==> src/rtl/bus_pack_pkg.sv <==
// Shared types and helpers for the bus_pack_resp narrow-device responder.
package bus_pack_pkg;

    typedef enum logic [1:0] {
        StIdle,
        StIssue,
        StDone
    } state_e;

    localparam logic [1:0] Mws8  = 2'd0;
    localparam logic [1:0] Mws16 = 2'd1;
    localparam logic [1:0] Mws32 = 2'd2;
    localparam logic [1:0] Mws64 = 2'd3;

    // Offset mask within a device word: W - 1.
    function automatic logic [2:0] width_mask(input logic [1:0] mws);
        logic [2:0] m;
        unique case (mws)
            Mws8:    m = 3'd0;
            Mws16:   m = 3'd1;
            Mws32:   m = 3'd3;
            default: m = 3'd7;
        endcase
        return m;
    endfunction

    function automatic logic [3:0] width_bytes(input logic [1:0] mws);
        return {1'b0, width_mask(mws)} + 4'd1;
    endfunction

    function automatic logic [7:0] byte_mask(input logic [2:0] lo, input logic [2:0] hi);
        logic [7:0] m;
        m = '0;
        for (int i = 0; i < 8; i++) begin
            if (i >= int'(lo) && i <= int'(hi)) m[i] = 1'b1;
        end
        return m;
    endfunction

endpackage

==> src/rtl/bus_pack_lanes.sv <==
// Per-beat lane selection: byte enables for chunk c and whether it is the final beat.
module bus_pack_lanes
    import bus_pack_pkg::*;
(
    input  logic [2:0] c,
    input  logic [2:0] ba,
    input  logic [2:0] end_pos,
    input  logic [1:0] mws,
    output logic [7:0] be,
    output logic       last
);

    logic [2:0] chunk_top;
    logic [2:0] lo;
    logic [2:0] hi;

    always_comb begin
        // c is width-aligned, so OR-ing the offset mask gives c + W - 1 without carry.
        chunk_top = c | width_mask(mws);
        lo        = (c > ba) ? c : ba;
        hi        = (chunk_top < end_pos) ? chunk_top : end_pos;
        be        = byte_mask(lo, hi);
        last      = (chunk_top >= end_pos);
    end

endmodule

==> src/rtl/bus_pack_resp.sv <==
// Splits one host-bus cycle into width-aligned device beats and gathers read bytes.
// Optional per-beat dev_ack timeout is enabled with `define BUS_PACK_TIMEOUT_EN.
module bus_pack_resp
    import bus_pack_pkg::*;
#(
    parameter int unsigned TIMEOUT = 255
) (
    input  logic        sys_clk,
    input  logic        resetl,
    input  logic        req,
    input  logic        reads,
    input  logic [2:0]  ba,
    input  logic [3:0]  w,
    input  logic [1:0]  mws,
    input  logic        justify,
    input  logic [63:0] wdata,
    output logic        ack,
    output logic [63:0] rdata,
    output logic        busy,
    output logic        err,
    output logic        dev_strb,
    output logic        dev_we,
    output logic [2:0]  dev_ba,
    output logic [7:0]  dev_be,
    output logic [63:0] dev_wdata,
    input  logic [63:0] dev_rdata,
    input  logic        dev_ack
);

    state_e      state_q, state_d;
    logic [2:0]  ba_q, ba_d;
    logic [2:0]  end_q, end_d;
    logic [2:0]  c_q, c_d;
    logic [1:0]  mws_q, mws_d;
    logic        reads_q, reads_d;
    logic        justify_q, justify_d;
    logic        err_q, err_d;
    logic [63:0] wdata_q, wdata_d;
    logic [63:0] rbuf_q, rbuf_d;

    logic [3:0]  n_bytes;
    logic [4:0]  end_full;
    logic [7:0]  beat_be;
    logic        beat_last;

`ifdef BUS_PACK_TIMEOUT_EN
    localparam int unsigned CntW = ($clog2(TIMEOUT + 1) > 8) ? $clog2(TIMEOUT + 1) : 8;
    logic [CntW-1:0] cnt_q, cnt_d;
    logic [2:0]      fill_lo;
    logic [7:0]      fill_mask;
`else
    logic unused_timeout;
    assign unused_timeout = ^TIMEOUT;
`endif

    assign n_bytes  = (w == 4'd0) ? 4'd8 : w;
    assign end_full = {2'b00, ba} + {1'b0, n_bytes} - 5'd1;

    bus_pack_lanes u_lanes (
        .c       (c_q),
        .ba      (ba_q),
        .end_pos (end_q),
        .mws     (mws_q),
        .be      (beat_be),
        .last    (beat_last)
    );

    always_comb begin
        state_d   = state_q;
        ba_d      = ba_q;
        end_d     = end_q;
        c_d       = c_q;
        mws_d     = mws_q;
        reads_d   = reads_q;
        justify_d = justify_q;
        err_d     = err_q;
        wdata_d   = wdata_q;
        rbuf_d    = rbuf_q;
`ifdef BUS_PACK_TIMEOUT_EN
        cnt_d     = cnt_q;
        fill_lo   = (c_q > ba_q) ? c_q : ba_q;
        fill_mask = byte_mask(fill_lo, end_q);
`endif
        ack       = 1'b0;
        rdata     = '0;
        busy      = (state_q != StIdle);
        err       = 1'b0;
        dev_strb  = 1'b0;
        dev_we    = 1'b0;
        dev_ba    = '0;
        dev_be    = '0;
        dev_wdata = '0;

        unique case (state_q)
            StIdle: begin
                if (req) begin
                    ba_d      = ba;
                    mws_d     = mws;
                    reads_d   = reads;
                    justify_d = justify;
                    wdata_d   = wdata;
                    rbuf_d    = '0;
                    // Runs past the phrase are clamped and reported as truncated.
                    err_d     = |end_full[4:3];
                    end_d     = (|end_full[4:3]) ? 3'd7 : end_full[2:0];
                    c_d       = ba & ~width_mask(mws);
                    state_d   = StIssue;
`ifdef BUS_PACK_TIMEOUT_EN
                    cnt_d     = '0;
`endif
                end
            end
            StIssue: begin
                dev_strb  = 1'b1;
                dev_we    = ~reads_q;
                dev_ba    = c_q;
                dev_be    = beat_be;
                dev_wdata = wdata_q;
                if (dev_ack) begin
                    if (reads_q) begin
                        for (int i = 0; i < 8; i++) begin
                            if (beat_be[i]) rbuf_d[8*i +: 8] = dev_rdata[8*i +: 8];
                        end
                    end
                    if (beat_last) begin
                        state_d = StDone;
                    end else begin
                        c_d = c_q + width_mask(mws_q) + 3'd1;
                    end
`ifdef BUS_PACK_TIMEOUT_EN
                    cnt_d = '0;
                end else if (cnt_q == CntW'(TIMEOUT - 1)) begin
                    state_d = StDone;
                    err_d   = 1'b1;
                    if (reads_q) begin
                        for (int i = 0; i < 8; i++) begin
                            if (fill_mask[i]) rbuf_d[8*i +: 8] = 8'hFF;
                        end
                    end
                end else begin
                    cnt_d = cnt_q + 1'b1;
`endif
                end
            end
            StDone: begin
                ack     = 1'b1;
                err     = err_q;
                state_d = StIdle;
                if (reads_q) begin
                    rdata = justify_q ? (rbuf_q >> {ba_q, 3'b000}) : rbuf_q;
                end
            end
            default: state_d = StIdle;
        endcase
    end

    always_ff @(posedge sys_clk) begin
        if (!resetl) begin
            state_q   <= StIdle;
            ba_q      <= '0;
            end_q     <= '0;
            c_q       <= '0;
            mws_q     <= '0;
            reads_q   <= 1'b0;
            justify_q <= 1'b0;
            err_q     <= 1'b0;
            wdata_q   <= '0;
            rbuf_q    <= '0;
`ifdef BUS_PACK_TIMEOUT_EN
            cnt_q     <= '0;
`endif
        end else begin
            state_q   <= state_d;
            ba_q      <= ba_d;
            end_q     <= end_d;
            c_q       <= c_d;
            mws_q     <= mws_d;
            reads_q   <= reads_d;
            justify_q <= justify_d;
            err_q     <= err_d;
            wdata_q   <= wdata_d;
            rbuf_q    <= rbuf_d;
`ifdef BUS_PACK_TIMEOUT_EN
            cnt_q     <= cnt_d;
`endif
        end
    end

endmodule

==> config.mk <==
export PLATFORM = sky130hd
export DESIGN_NAME = bus_pack_resp
export DESIGN_NICKNAME = d
export VERILOG_FILES = /design/src/rtl/bus_pack_pkg.sv /design/src/rtl/bus_pack_lanes.sv /design/src/rtl/bus_pack_resp.sv
export SDC_FILE = /design/constraint.sdc
export NUM_CORES = 1
export LEC_CHECK = 0
export CELL_PAD_IN_SITES_DETAIL_PLACEMENT = 0
export CELL_PAD_IN_SITES_GLOBAL_PLACEMENT = 2
export CORE_UTILIZATION = 28
export CTS_CLUSTER_SIZE = 12
export DETAILED_ROUTE_END_ITERATION = 12
export PLACE_DENSITY = 0.9
export SYNTH_ARGS = -nofsm -noshare
export SYNTH_HDL_FRONTEND = slang
export SYNTH_SLANG_ARGS = --single-unit
==> constraint.sdc <==
create_clock -name sys_clk -period 6.5 [get_ports sys_clk]
set_input_delay 1.3 -clock sys_clk [delete_from_list [all_inputs] [get_ports sys_clk]]
set_output_delay 1.3 -clock sys_clk [all_outputs]
set_load 0.05 [all_outputs]
After elaboration in Yosys (flattened, before gate mapping)
Index checks and enable logic that the tools add are counted.
Widths: inputs -> output; s select.
{ "classes": {"add_sub_neg": 4, "magnitude_cmp": 17, "n_eq_ne": 19, "n_shift": 1, "muxes": 49, "bitwise": 4, "n_reduce_logical": 24} }
{ "op_table": {"columns": ["cell", "count"], "rows": [
  ["$mux 64", 7],
  ["$pmux 64 s2", 1],
  ["$mux 8", 9],
  ["$shr 64x6->64", 1],
  ["$reduce_and 5->1", 8],
  ["$mux 3", 12],
  ["$ne 2x2->1 const B", 13],
  ["$pmux 3 s3", 2],
  ["$le 3x3->1 const A", 4],
  ["$mux 1", 12],
  ["$ge 3x3->1 const A", 3],
  ["$eq 2x1->1 const B", 3],
  ["$eq 2x2->1 const B", 3],
  ["$ge 1x3->1 const A", 2],
  ["$ge 2x3->1 const A", 2],
  ["$le 2x3->1 const A", 2],
  ["$logic_and 1x1->1", 6],
  ["$logic_not 2->1", 3],
  ["$mux 2", 3],
  ["$pmux 3 s2", 1],
  ["$add 3x4->5", 1],
  ["$sub 5x1->5 const B", 1],
  ["$logic_not 4->1", 1],
  ["$mux 4", 1],
  ["other kinds (16)", 17]
]} }
{ "word_totals": {"ff_bits": 144, "in_bits": 143} }

Depth between registers and ports, before layout
Gate-level depths: netlist of the first run.
{ "depth": {"depth_word": 12, "ltp_mapped": 12} }

By module
Synthesis of the first run repeated with hierarchy kept, for this count alone.
{ "unflattened": {"hier_cells": 1012, "hier_area_um2": 8758.4} }
{ "by_module_without_submodules": {"columns": ["module", "n_inst", "cells_per_inst", "area_per_inst_um2"], "rows": [
  ["bus_pack_resp", 1, 963, 8361.8],
  ["bus_pack_lanes", 1, 49, 396.6]
]} }

Worst setup path after synthesis of the first run
Ideal clock, no wire load.
{ "synth_path": {"kind": "reg-to-output", "startpoint": "reg ba_q[1]", "endpoint": "out dev_be[0]", "arrival_ns": 2.814, "required_ns": 5.200, "setup_slack_ns": 2.386, "stages_incl_launch_ff": 11, "n_path_buf": 3, "path_cell_list": "dfxtp_1 buf_2 buf_2 buf_2 inv_1 ha_1 nand3_1 a21boi_4 mux2i_4 nand3_1 nor2_1"} }
{ "synth_via": {"elab_chain_len": 5} }
{ "synth_rtl": {"columns": ["item", "line", "rtl"], "rows": [
  ["from (decl)", "bus_pack_resp.sv:31", "logic [2:0] ba_q, ba_d;"],
  ["from (signal assigned)", "bus_pack_resp.sv:160", "ba_q <= '0;"],
  ["from (signal assigned)", "bus_pack_resp.sv:174", "ba_q <= ba_d;"],
  ["$gt 3x3->1", "bus_pack_lanes.sv:20", "lo = (c > ba) ? c : ba;"],
  ["$mux 3 *", "bus_pack_lanes.sv:20", null],
  ["$ge 1x3->1 *", "bus_pack_pkg.sv:35", "if (i >= int'(lo) && i <= int'(hi)) m[i] = 1'b1;"],
  ["$mux 1 *", "bus_pack_pkg.sv:35", null],
  ["$mux 8 *", "bus_pack_resp.sv:94", "unique case (state_q)"],
  ["to (decl)", "bus_pack_resp.sv:24", "output logic [7:0] dev_be,"]
]} }
Mark *: on every way between the ends. The rest lies on a longest branch, timed or not.

Worst setup path in the final report of the first run
{ "layout_path": {"startpoint": "reg ba_q[0]", "endpoint": "out dev_be[0]"} }
The elaborated chain is that of the path after synthesis.

==> results of run 1 <==
## sequential cells by signal, summed over array words and instances (netlist names)
name,count
reads_q,1
rbuf_q,64
wdata_q,64
c_q,3
justify_q,1
err_q,1
end_q,3
ba_q,3
state_q,2
mws_q,2
## cell usage in the layout, fill, tap and decap left out, types with 3 or more instances in the layout
master / synthesis / routed
nor2_1: 57 / 56
dfxtp_1: 144 / 141
o211ai_1: 18 / 18
nand2_1: 240 / 238
o221ai_1: 8 / 8
nand3_1: 24 / 24
inv_2: 3 / 3
o21ai_0: 19 / 19
a32o_1: 24 / 24
mux2i_1: 42 / 42
a311oi_1: 5 / 5
a211oi_1: 31 / 31
and3_1: 6 / 6
mux4_2: 4 / 4
inv_6: 0 / 3
nor2b_1: 48 / 47
clkbuf_16: 0 / 17
clkdlybuf4s50_1: 0 / 286
dfxtp_2: 0 / 3
a21oi_1: 143 / 143
nor3_1: 3 / 3
a31oi_1: 4 / 4
o22ai_1: 18 / 18
inv_1: 47 / 47
mux2_2: 16 / 16
a22o_1: 8 / 8
nand2b_1: 3 / 3
buf_4: 6 / 12
a22oi_1: 8 / 8
ha_1: 17 / 17
and2_1: 79 / 79
bufinv_16: 0 / 3
o2111a_1: 6 / 6
## worst max path at each step
| stage | start | endpoint | cells past startpoint |
|---|---|---|---|
| 2_1_floorplan | ba_q[1] | dev_be[0] | 10 |
| 4_1_cts | c_q[2] | dev_be[2] | 10 |
| 5_1_grt | c_q[2] | dev_be[2] | 10 |
| 3_5_place_dp | c_q[1] | dev_be[2] | 10 |
| 3_3_place_gp | ba_q[0] | dev_be[0] | 7 |
| 6_report | ba_q[0] | dev_be[0] | 7 |
## area by class of cell
class                      count  area share, %
timing repair buffer         298           23.5
inverter                      50           1.49
clock buffer                  19           3.45
sequential                   144           23.0
multi-input combinational    876           43.4
clock inverter                12           1.26
tap                          396           3.94
## critical path, delay by kind of cell, from the launching register on
family	cells	cell delay (ns)
buf+inv	1	0.87
simple gates	3	0.41
fa+ha+maj	1	0.37
flops	1	0.93
mux	1	0.48
compound gates	1	0.42
## metal layers
metal | track usage [%] | share of wire, %
met1 | 25.6 | 42
met2 | 34.4 | 46
met3 | 7.32 | 9.1
met4 | 6.63 | 2.3
met5 | 0 | 0
## report_power, final
part	total (W)	internal, W	switching (W)
clock network	0.00102	0.000606	0.000417
logic	0.000686	0.000257	0.000429
registers	0.000958	0.000922	0.0000357
## through the flow
stage | util, % | setup slack [ns] | hold WS, ns | instance area [um2]
floorplan | - | 2.39 | 0.432 | 8880
global placement | 38.7 | 1.77 | 0.437 | 12000
detailed placement | 38.7 | 1.71 | 0.442 | 12000
CTS | 40.7 | 1.26 | 0.451 | 12600
global route | 40.7 | 1.06 | 0.466 | 12600
finish | 40.7 | 1.29 | 0.449 | 12600
## cells by family after synthesis
| kind of cell | after synthesis |
|---|---|
| AO/OA/AOI/OAI | 319 |
| multiplexers | 64 |
| AND/OR/NAND/NOR | 471 |
| buffers and inverters | 137 |
| adder cells (fa/ha/maj) | 19 |
| XOR/XNOR | 3 |
| flip-flops | 144 |
==> impl_metrics.env, run 1 <==
export IMPL_gp_congestion=0.897
export IMPL_fp_dieH_um=180
export IMPL_syn_cell_area_um2=8880
export IMPL_hp_start="wdata_q[20]"
export IMPL_path_cells="ha_1 > nand3_1 > a21boi_4 > mux2i_4 > nand3_1 > nor2_1 > clkdlybuf4s50_1"
export IMPL_clock_latency_ns=0.43
export IMPL_finalCritPeriodShare_pct=80.2
export IMPL_syn_num_nets=1319
export IMPL_antenna_cells=0
export IMPL_crit_type="register to output pin"
export IMPL_critPathMostFrequentCell="nand3_1"
export IMPL_finalPower_w=0.00267
export IMPL_slowest_delay_ns=0.93
export IMPL_clk_pin_slew_worst_paths_ns=0.06
export IMPL_cp_required_ns=5.20
export IMPL_rows=64
export IMPL_core_area_um2=30900
export IMPL_worst_r2r_setup_slack_ns=3.35
export IMPL_hold_class="register to register"
export IMPL_hold_buffers=0
export IMPL_drv_cap=0
export IMPL_die_area_um2=32400
export IMPL_slew_violations=0
export IMPL_synth_seq_cells=144
export IMPL_syn_area_per_cell_um2=7.68
export IMPL_vdd_ir_drop_worst_mv=0.131
export IMPL_fmax_mhz=192
export IMPL_ant_nets=0
export IMPL_io_pins=287
export IMPL_synth_compound_area_share_pct=25.0
export IMPL_synth_top_area_cell="dfxtp_1"
export IMPL_grt_overflow=0
export IMPL_drtIter0Drc=592
export IMPL_cts_made_buffers=17
export IMPL_final_setup_viol_count=0
export IMPL_nets=1549
export IMPL_routed_wl_um=34200
export IMPL_grt_pass1_wl_um=52700
export IMPL_grt_max_degree=78
export IMPL_leakagePower_nw=4.44
export IMPL_synth_xor_area_share_pct=0.296
export IMPL_synthFlopType="dfxtp_1"
export IMPL_post_route_drc_count=0
export IMPL_fin_setup_tns_ns=0
export IMPL_relSlewSlack_pct=37.2
export IMPL_start_util_pct=28.7
export IMPL_ys_seq_area_share_pct=32.5
export IMPL_end_kind="output pin"
export IMPL_synth_simple_area_share_pct=24.8
export IMPL_synth_commonest_cells="nand2_1 (240), dfxtp_1 (144), a21oi_1 (143)"
export IMPL_hold_end="wdata_q[20]"
export IMPL_cp_slowest_cell="dfxtp_2"
export IMPL_cts_buffer_depth=2
export IMPL_root_buffer="clkbuf_16"
export IMPL_ys_warn_count=0
export IMPL_synth_cell_types=70
export IMPL_regToRegEndpoint="rbuf_q[14]"
export IMPL_ys_top_cells_by_area="dfxtp_1 (32%), nand2_1 (10%), a21oi_1 (8.1%)"
export IMPL_htreeDepth=4
export IMPL_viasPerCell=5.08
export IMPL_first_pass_iters=4
export IMPL_cts_resized_gates=0
export IMPL_cts_tree="done"
export IMPL_hold_viol_final=0
export IMPL_worstMarginPinSlew_ns=0.942
export IMPL_grt_pass1_vias=8964
export IMPL_crit_fanout=49
export IMPL_synth_top_area_share_pct=32.5
export IMPL_port_buffers=286
export IMPL_worstPathArrival_ns=3.91
export IMPL_dp_final_hpwl_um=24600
export IMPL_status="complete, no violations"
export IMPL_grt_use_total_pct=21.0
export IMPL_synth_cells=1157
export IMPL_detailroute_via_count=9123
export IMPL_clock_sinks=144
export IMPL_seq_area_um2=2890
export IMPL_final_cells=1795
export IMPL_power_density_nw_per_um2=212
export IMPL_synth_adder_area_share_pct=2.85
export IMPL_dp_cells=1764
export IMPL_antenna_found_initial=0
export IMPL_skew_ns=0.0104
export IMPL_cp_start_kind="register"
export IMPL_fin_crit_ns=5.21
export IMPL_drive_gt1_share_pct=6.79
export IMPL_async_flop_share_pct=0
export IMPL_nFillCells=3220
export IMPL_synth_most_common_cell="nand2_1"
export IMPL_syn_to_final_growth_pct=41.5
export IMPL_synthMuxAreaShare_pct=8.18
export IMPL_wl_per_cell_um=19.0
export IMPL_postCtsSetupBuffers=0
export IMPL_min_path_cells=2
export IMPL_multi_input_area_um2=5450
export IMPL_die_w_um=180
export IMPL_crit_reg2reg_launch="ba_q[0]"
export IMPL_synth_edff_count=0
export IMPL_rsz0062_at_grt="false"
export IMPL_r2r_cells=6
export IMPL_synth_top_family_by_area="compound AO/OA/AOI/OAI gates"
(Power assumes the default switching activity.)
==> run 2: changes to the inputs <==
--- a/config.mk
+++ b/config.mk
@@ -7,10 +7,10 @@
 export LEC_CHECK = 0
 export CELL_PAD_IN_SITES_DETAIL_PLACEMENT = 0
 export CELL_PAD_IN_SITES_GLOBAL_PLACEMENT = 2
-export CORE_UTILIZATION = 28
+export CORE_UTILIZATION = 23
 export CTS_CLUSTER_SIZE = 12
 export DETAILED_ROUTE_END_ITERATION = 12
-export PLACE_DENSITY = 0.9
+export PLACE_DENSITY = 0.79
 export SYNTH_ARGS = -nofsm -noshare
 export SYNTH_HDL_FRONTEND = slang
 export SYNTH_SLANG_ARGS = --single-unit
==> constraint.sdc (replaced) <==
create_clock -name sys_clk -period 4.6 [get_ports sys_clk]
set_input_delay 0.92 -clock sys_clk [delete_from_list [all_inputs] [get_ports sys_clk]]
set_output_delay 0.92 -clock sys_clk [all_outputs]
set_load 0.05 [all_outputs]
==> run 2 against run 1 <==
Setup slack lost 1.0 ns. Worst hold slack gained 0.00074 ns. Final cell count grew 7.1%. Global-route usage shrank 2.5 points. Clock skew grew 0.0020 ns. Non-clock buffer count grew 12. Via count grew 0.78%. First-iteration DRC count shrank 21%. Utilization shrank 6.5 points.
==> impl_metrics.env, run 2 (synthesized netlist as in run 1, its figures left out) <==
export IMPL_routed_wl_um=36600
export IMPL_nets=1561
export IMPL_syn_to_final_growth_pct=45.4
export IMPL_cts_buffer_depth=2
export IMPL_post_route_drc_count=0
export IMPL_cts_made_buffers=17
export IMPL_clock_latency_ns=0.44
export IMPL_end_kind="output pin"
export IMPL_port_buffers=286
export IMPL_crit_reg2reg_launch="ba_q[1]"
export IMPL_leakagePower_nw=4.56
export IMPL_dp_final_hpwl_um=27300
export IMPL_dpl_cell_area_um2=12300
export IMPL_place_ws_ns=0.692
export IMPL_root_buffer="clkbuf_16"
export IMPL_r2r_cells=7
export IMPL_gp_congestion=0.855
export IMPL_grt_max_degree=77
export IMPL_first_pass_iters=5
export IMPL_worstPathArrival_ns=3.42
export IMPL_worst_r2r_setup_slack_ns=1.48
export IMPL_path_cells="buf_4 > mux2i_1 > o21ai_0 > a21oi_1 > a211oi_1 > clkdlybuf4s50_1"
export IMPL_crit_fanout=29
export IMPL_wl_per_cell_um=19.0
export IMPL_setup_ws_ns=0.263
export IMPL_final_common_cell="clkdlybuf4s50_1"
export IMPL_slew_violations=0
export IMPL_hold_buffers=0
export IMPL_final_setup_viol_count=0
export IMPL_htreeDepth=4
export IMPL_die_w_um=199
export IMPL_hold_viol_final=0
export IMPL_hp_start="wdata_q[22]"
export IMPL_fin_crit_ns=4.34
export IMPL_grt_use_total_pct=18.4
export IMPL_skew_ns=0.0125
export IMPL_viasPerCell=4.78
export IMPL_finalCritPeriodShare_pct=94.3
export IMPL_cp_required_ns=3.68
export IMPL_relSlewSlack_pct=38.6
export IMPL_ant_nets=0
export IMPL_drv_cap=0
export IMPL_cts_tree="done"
export IMPL_fp_dieH_um=199
export IMPL_grt_overflow=0
export IMPL_antenna_cells=0
export IMPL_clk_pin_slew_worst_paths_ns=0.07
export IMPL_grt_pass1_wl_um=54500
export IMPL_regToRegEndpoint="rbuf_q[14]"
export IMPL_status="complete, no violations"
export IMPL_core_area_um2=37800
export IMPL_fin_setup_tns_ns=0
export IMPL_cp_start_kind="register"
export IMPL_die_area_um2=39400
export IMPL_rows=71
export IMPL_antenna_found_initial=2
export IMPL_clock_sinks=144
export IMPL_rsz0062_at_grt="false"
export IMPL_top_regs="rbuf_q x64, wdata_q x64"
export IMPL_hold_end="wdata_q[22]"
export IMPL_fmax_mhz=231
export IMPL_min_path_cells=2
export IMPL_drtIter0Drc=466
export IMPL_power_density_nw_per_um2=299
export IMPL_postCtsSetupBuffers=0
export IMPL_detailroute_via_count=9194
export IMPL_start_util_pct=23.5
export IMPL_crit_type="register to output pin"
export IMPL_grt_pass1_vias=8909
export IMPL_hold_class="register to register"
export IMPL_layout_common_cells="clkdlybuf4s50_1 (279), nand2_1 (238), a21oi_1 (143)"
export IMPL_slowest_delay_ns=0.84
export IMPL_cts_resized_gates=0
export IMPL_stdcell_area_um2=12900
export IMPL_worstMarginPinSlew_ns=0.920
export IMPL_cp_slowest_cell="clkdlybuf4s50_1"
export IMPL_drive_gt1_share_pct=8.29
export IMPL_vdd_ir_drop_worst_mv=0.258
export IMPL_io_pins=287
## run 2: cell types whose count changed in the layout (fill, tap and decap cells not counted), sizes merged
cell and change:
inv +2, clkinvlp -1, buf +19, clkdlybuf4s50 -7
## run 2: cell type report
class | instances | area (um2)
Tap cell | 511 | 639
Clock buffer | 19 | 453
Multi-Input combinational cell | 876 | 5450
Clock inverter | 13 | 175
Sequential cell | 144 | 2890
Timing Repair Buffer | 310 | 3130
Inverter | 50 | 188
Fill cell | 4087 | 24900
## run 2: worst max-delay path by stage
stage               startpoint         to  slack, ns
floorplan              ba_q[1]  dev_be[0]       0.87
global placement       ba_q[1]  rdata[12]       0.74
detailed placement     ba_q[1]  rdata[12]       0.69
CTS                    ba_q[1]  rdata[12]       0.21
global route           ba_q[1]  rdata[12]       0.01
finish                 ba_q[1]   rdata[8]       0.26
## run 2: critical path, delay by kind of cell, from the launching register on
kind / cells / cell delay, ns
flops: 1 / 0.79
buf+inv: 2 / 1.22
mux: 1 / 0.13
compound gates: 3 / 0.83
## run 2: per-layer routing
| metal | GRT usage, % | vias to the layer above | share of wire [%] |
|---|---|---|---|
| li1 | - | 4528 | - |
| met1 | 22.4 | 4305 | 43 |
| met2 | 30.7 | 320 | 47 |
| met3 | 6.22 | 37 | 8.0 |
| met4 | 5.56 | 4 | 2.0 |
| met5 | 0 | - | 0.066 |
## run 2: through the flow
stage               cells  hold slack (ns)  total power (W)  utilization, %
floorplan            1157            0.432          0.00201               -
global placement     1891            0.438          0.00238            32.5
detailed placement   1891            0.442          0.00239            32.5
CTS                  1923            0.452          0.00392            34.1
global route         1923            0.468          0.00406            34.1
finish               1923            0.449          0.00386            34.1
## run 2: report_power, final
group          leakage [nW]  total [W]  internal, W  switching [W]
clock network         0.307    0.00150     0.000895       0.000610
registers              1.17    0.00135      0.00130      0.0000523
logic                  3.08    0.00100     0.000385       0.000616
total                  4.56    0.00386      0.00258        0.00128
==> run 3: changes to the inputs <==
--- a/config.mk
+++ b/config.mk
@@ -7,6 +7,7 @@
 export LEC_CHECK = 0
 export CELL_PAD_IN_SITES_DETAIL_PLACEMENT = 0
 export CELL_PAD_IN_SITES_GLOBAL_PLACEMENT = 2
+export CORE_ASPECT_RATIO = 1.75
 export CORE_UTILIZATION = 23
 export CTS_CLUSTER_SIZE = 12
 export DETAILED_ROUTE_END_ITERATION = 12
==> run 3 against run 2 <==
Fmax is 0.18% lower. Count of clock-buffer cells in the layout is 2 lower. Final cell count is 1.1% lower. Combinational power hardly changed. Sequential power hardly changed. Die area hardly changed. Global-route usage is 0.65 points higher. Wire length is 2.6% higher. Clock power is 3% lower. Register-to-register slack better by 0.05 ns. Non-clock buffer count is 9 higher. Cell area is 0.43% lower.
==> impl_metrics.env, run 3 (synthesized netlist as in run 1, its figures left out) <==
export IMPL_fmax_mhz=230
export IMPL_cts_resized_gates=0
export IMPL_wl_per_cell_um=19.8
export IMPL_post_route_drc_count=0
export IMPL_rows=94
export IMPL_finalCritPeriodShare_pct=94.4
export IMPL_cp_required_ns=3.68
export IMPL_port_buffers=286
export IMPL_antenna_found_initial=3
export IMPL_hold_buffers=0
export IMPL_grt_pass1_vias=9091
export IMPL_nets=1570
export IMPL_layout_common_cells="clkdlybuf4s50_1 (261), nand2_1 (238), a21oi_1 (143)"
export IMPL_htreeDepth=4
export IMPL_top_regs="rbuf_q x64, wdata_q x64"
export IMPL_core_area_um2=37900
export IMPL_crit_fanout=10
export IMPL_routed_wl_um=37600
export IMPL_fin_crit_ns=4.34
export IMPL_drv_cap=0
export IMPL_cp_start_kind="register"
export IMPL_leakagePower_nw=4.62
export IMPL_worstPathArrival_ns=3.42
export IMPL_slew_violations=0
export IMPL_final_common_cell="clkdlybuf4s50_1"
export IMPL_place_ws_ns=0.742
export IMPL_dp_final_hpwl_um=28900
export IMPL_gp_congestion=0.919
export IMPL_clock_latency_ns=0.45
export IMPL_setup_ws_ns=0.255
export IMPL_grt_pass1_wl_um=55500
export IMPL_first_pass_iters=5
export IMPL_drtIter0Drc=415
export IMPL_worstMarginPinSlew_ns=1.01
export IMPL_hold_class="register to register"
export IMPL_detailroute_via_count=9257
export IMPL_power_density_nw_per_um2=296
export IMPL_io_pins=287
export IMPL_rsz0062_at_grt="false"
export IMPL_status="complete, no violations"
export IMPL_clock_sinks=144
export IMPL_root_buffer="clkbuf_16"
export IMPL_start_util_pct=23.5
export IMPL_cts_buffer_depth=2
export IMPL_fp_dieH_um=262
export IMPL_grt_max_degree=76
export IMPL_fin_setup_tns_ns=0
export IMPL_die_w_um=151
export IMPL_viasPerCell=4.87
export IMPL_clk_pin_slew_worst_paths_ns=0.07
export IMPL_cts_made_buffers=17
export IMPL_end_kind="output pin"
export IMPL_ant_nets=0
export IMPL_grt_overflow=0
export IMPL_die_area_um2=39400
export IMPL_finalPower_w=0.00381
export IMPL_vdd_ir_drop_worst_mv=0.228
export IMPL_skew_ns=0.00719
export IMPL_postCtsSetupBuffers=0
export IMPL_relSlewSlack_pct=32.5
export IMPL_grt_use_total_pct=19.1
export IMPL_final_setup_viol_count=0
export IMPL_cts_tree="done"
export IMPL_drive_gt1_share_pct=10.1
export IMPL_hold_viol_final=0
export IMPL_crit_type="register to output pin"
export IMPL_syn_to_final_growth_pct=44.8
run 3: changes by cell type in the layout (fill, tap and decap cells not counted), moves of 2 or more:
cell             delta
inv_8               +2
buf_4              +28
clkinv_4            -3
clkinvlp_4          +2
clkdlybuf4s50_1    -18
clkbuf_8            -2
inv_6               +2
run 3: stage by stage:
step	utilization, %	cells	hold WS (ns)	area, um2
3_5_place_dp	32.4	1869	0.443	12300
6_report	34.0	1902	0.450	12900
2_1_floorplan	-	1157	0.432	8880
3_3_place_gp	32.4	1869	0.437	12300
4_1_cts	33.9	1901	0.453	12900
5_1_grt	33.9	1901	0.465	12900
run 3: worst paths after layout:
path | cells past startpoint | start | slack, ns | end
setup reg to reg | 7 | ba_q[1] | 1.53 | rbuf_q[14]
hold / removal | 2 | wdata_q[61] | 0.45 | wdata_q[61]
setup / recovery | 10 | c_q[2] | 0.26 | dev_be[7]
hold reg to reg | 2 | wdata_q[61] | 0.45 | wdata_q[61]
run 3: per-layer routing:
metal | share of wire (%) | up-vias | global-route usage [%] | routed length [um]
met5 | 0.088 | - | 0 | 33
met3 | 6.6 | 87 | 4.76 | 2480
li1 | - | 4540 | - | -
met2 | 50 | 339 | 33.9 | 18900
met4 | 7.4 | 6 | 14.2 | 2770
met1 | 36 | 4285 | 19.0 | 13400
run 3: area by class of cell:
| type | instances | area, um2 |
|---|---|---|
| diodes | 1 | 2.50 |
| clock buffers | 17 | 425 |
| clock inverters | 15 | 174 |
| fillers | 4033 | 25000 |
| inverters | 50 | 188 |
| multi-input cells | 876 | 5450 |
| flip-flops and latches | 144 | 2890 |
| well taps | 480 | 601 |
| repair buffers | 319 | 3140 |
run 3: power by group:
group	internal (W)	total (W)	switching, W
logic	0.000385	0.00100	0.000619
registers	0.00130	0.00135	0.0000504
clock network	0.000818	0.00145	0.000635
run 3: worst max-delay path, cell delays in order, from the launching register on:
cell             delay (ns)
dfxtp_1                0.51
inv_1                  0.13
ha_1                   0.26
inv_1                  0.09
ha_1                   0.28
a21oi_2                0.31
nand3_1                0.14
a21boi_2               0.13
buf_4                  0.19
and2_1                 0.14
clkdlybuf4s50_1        0.80
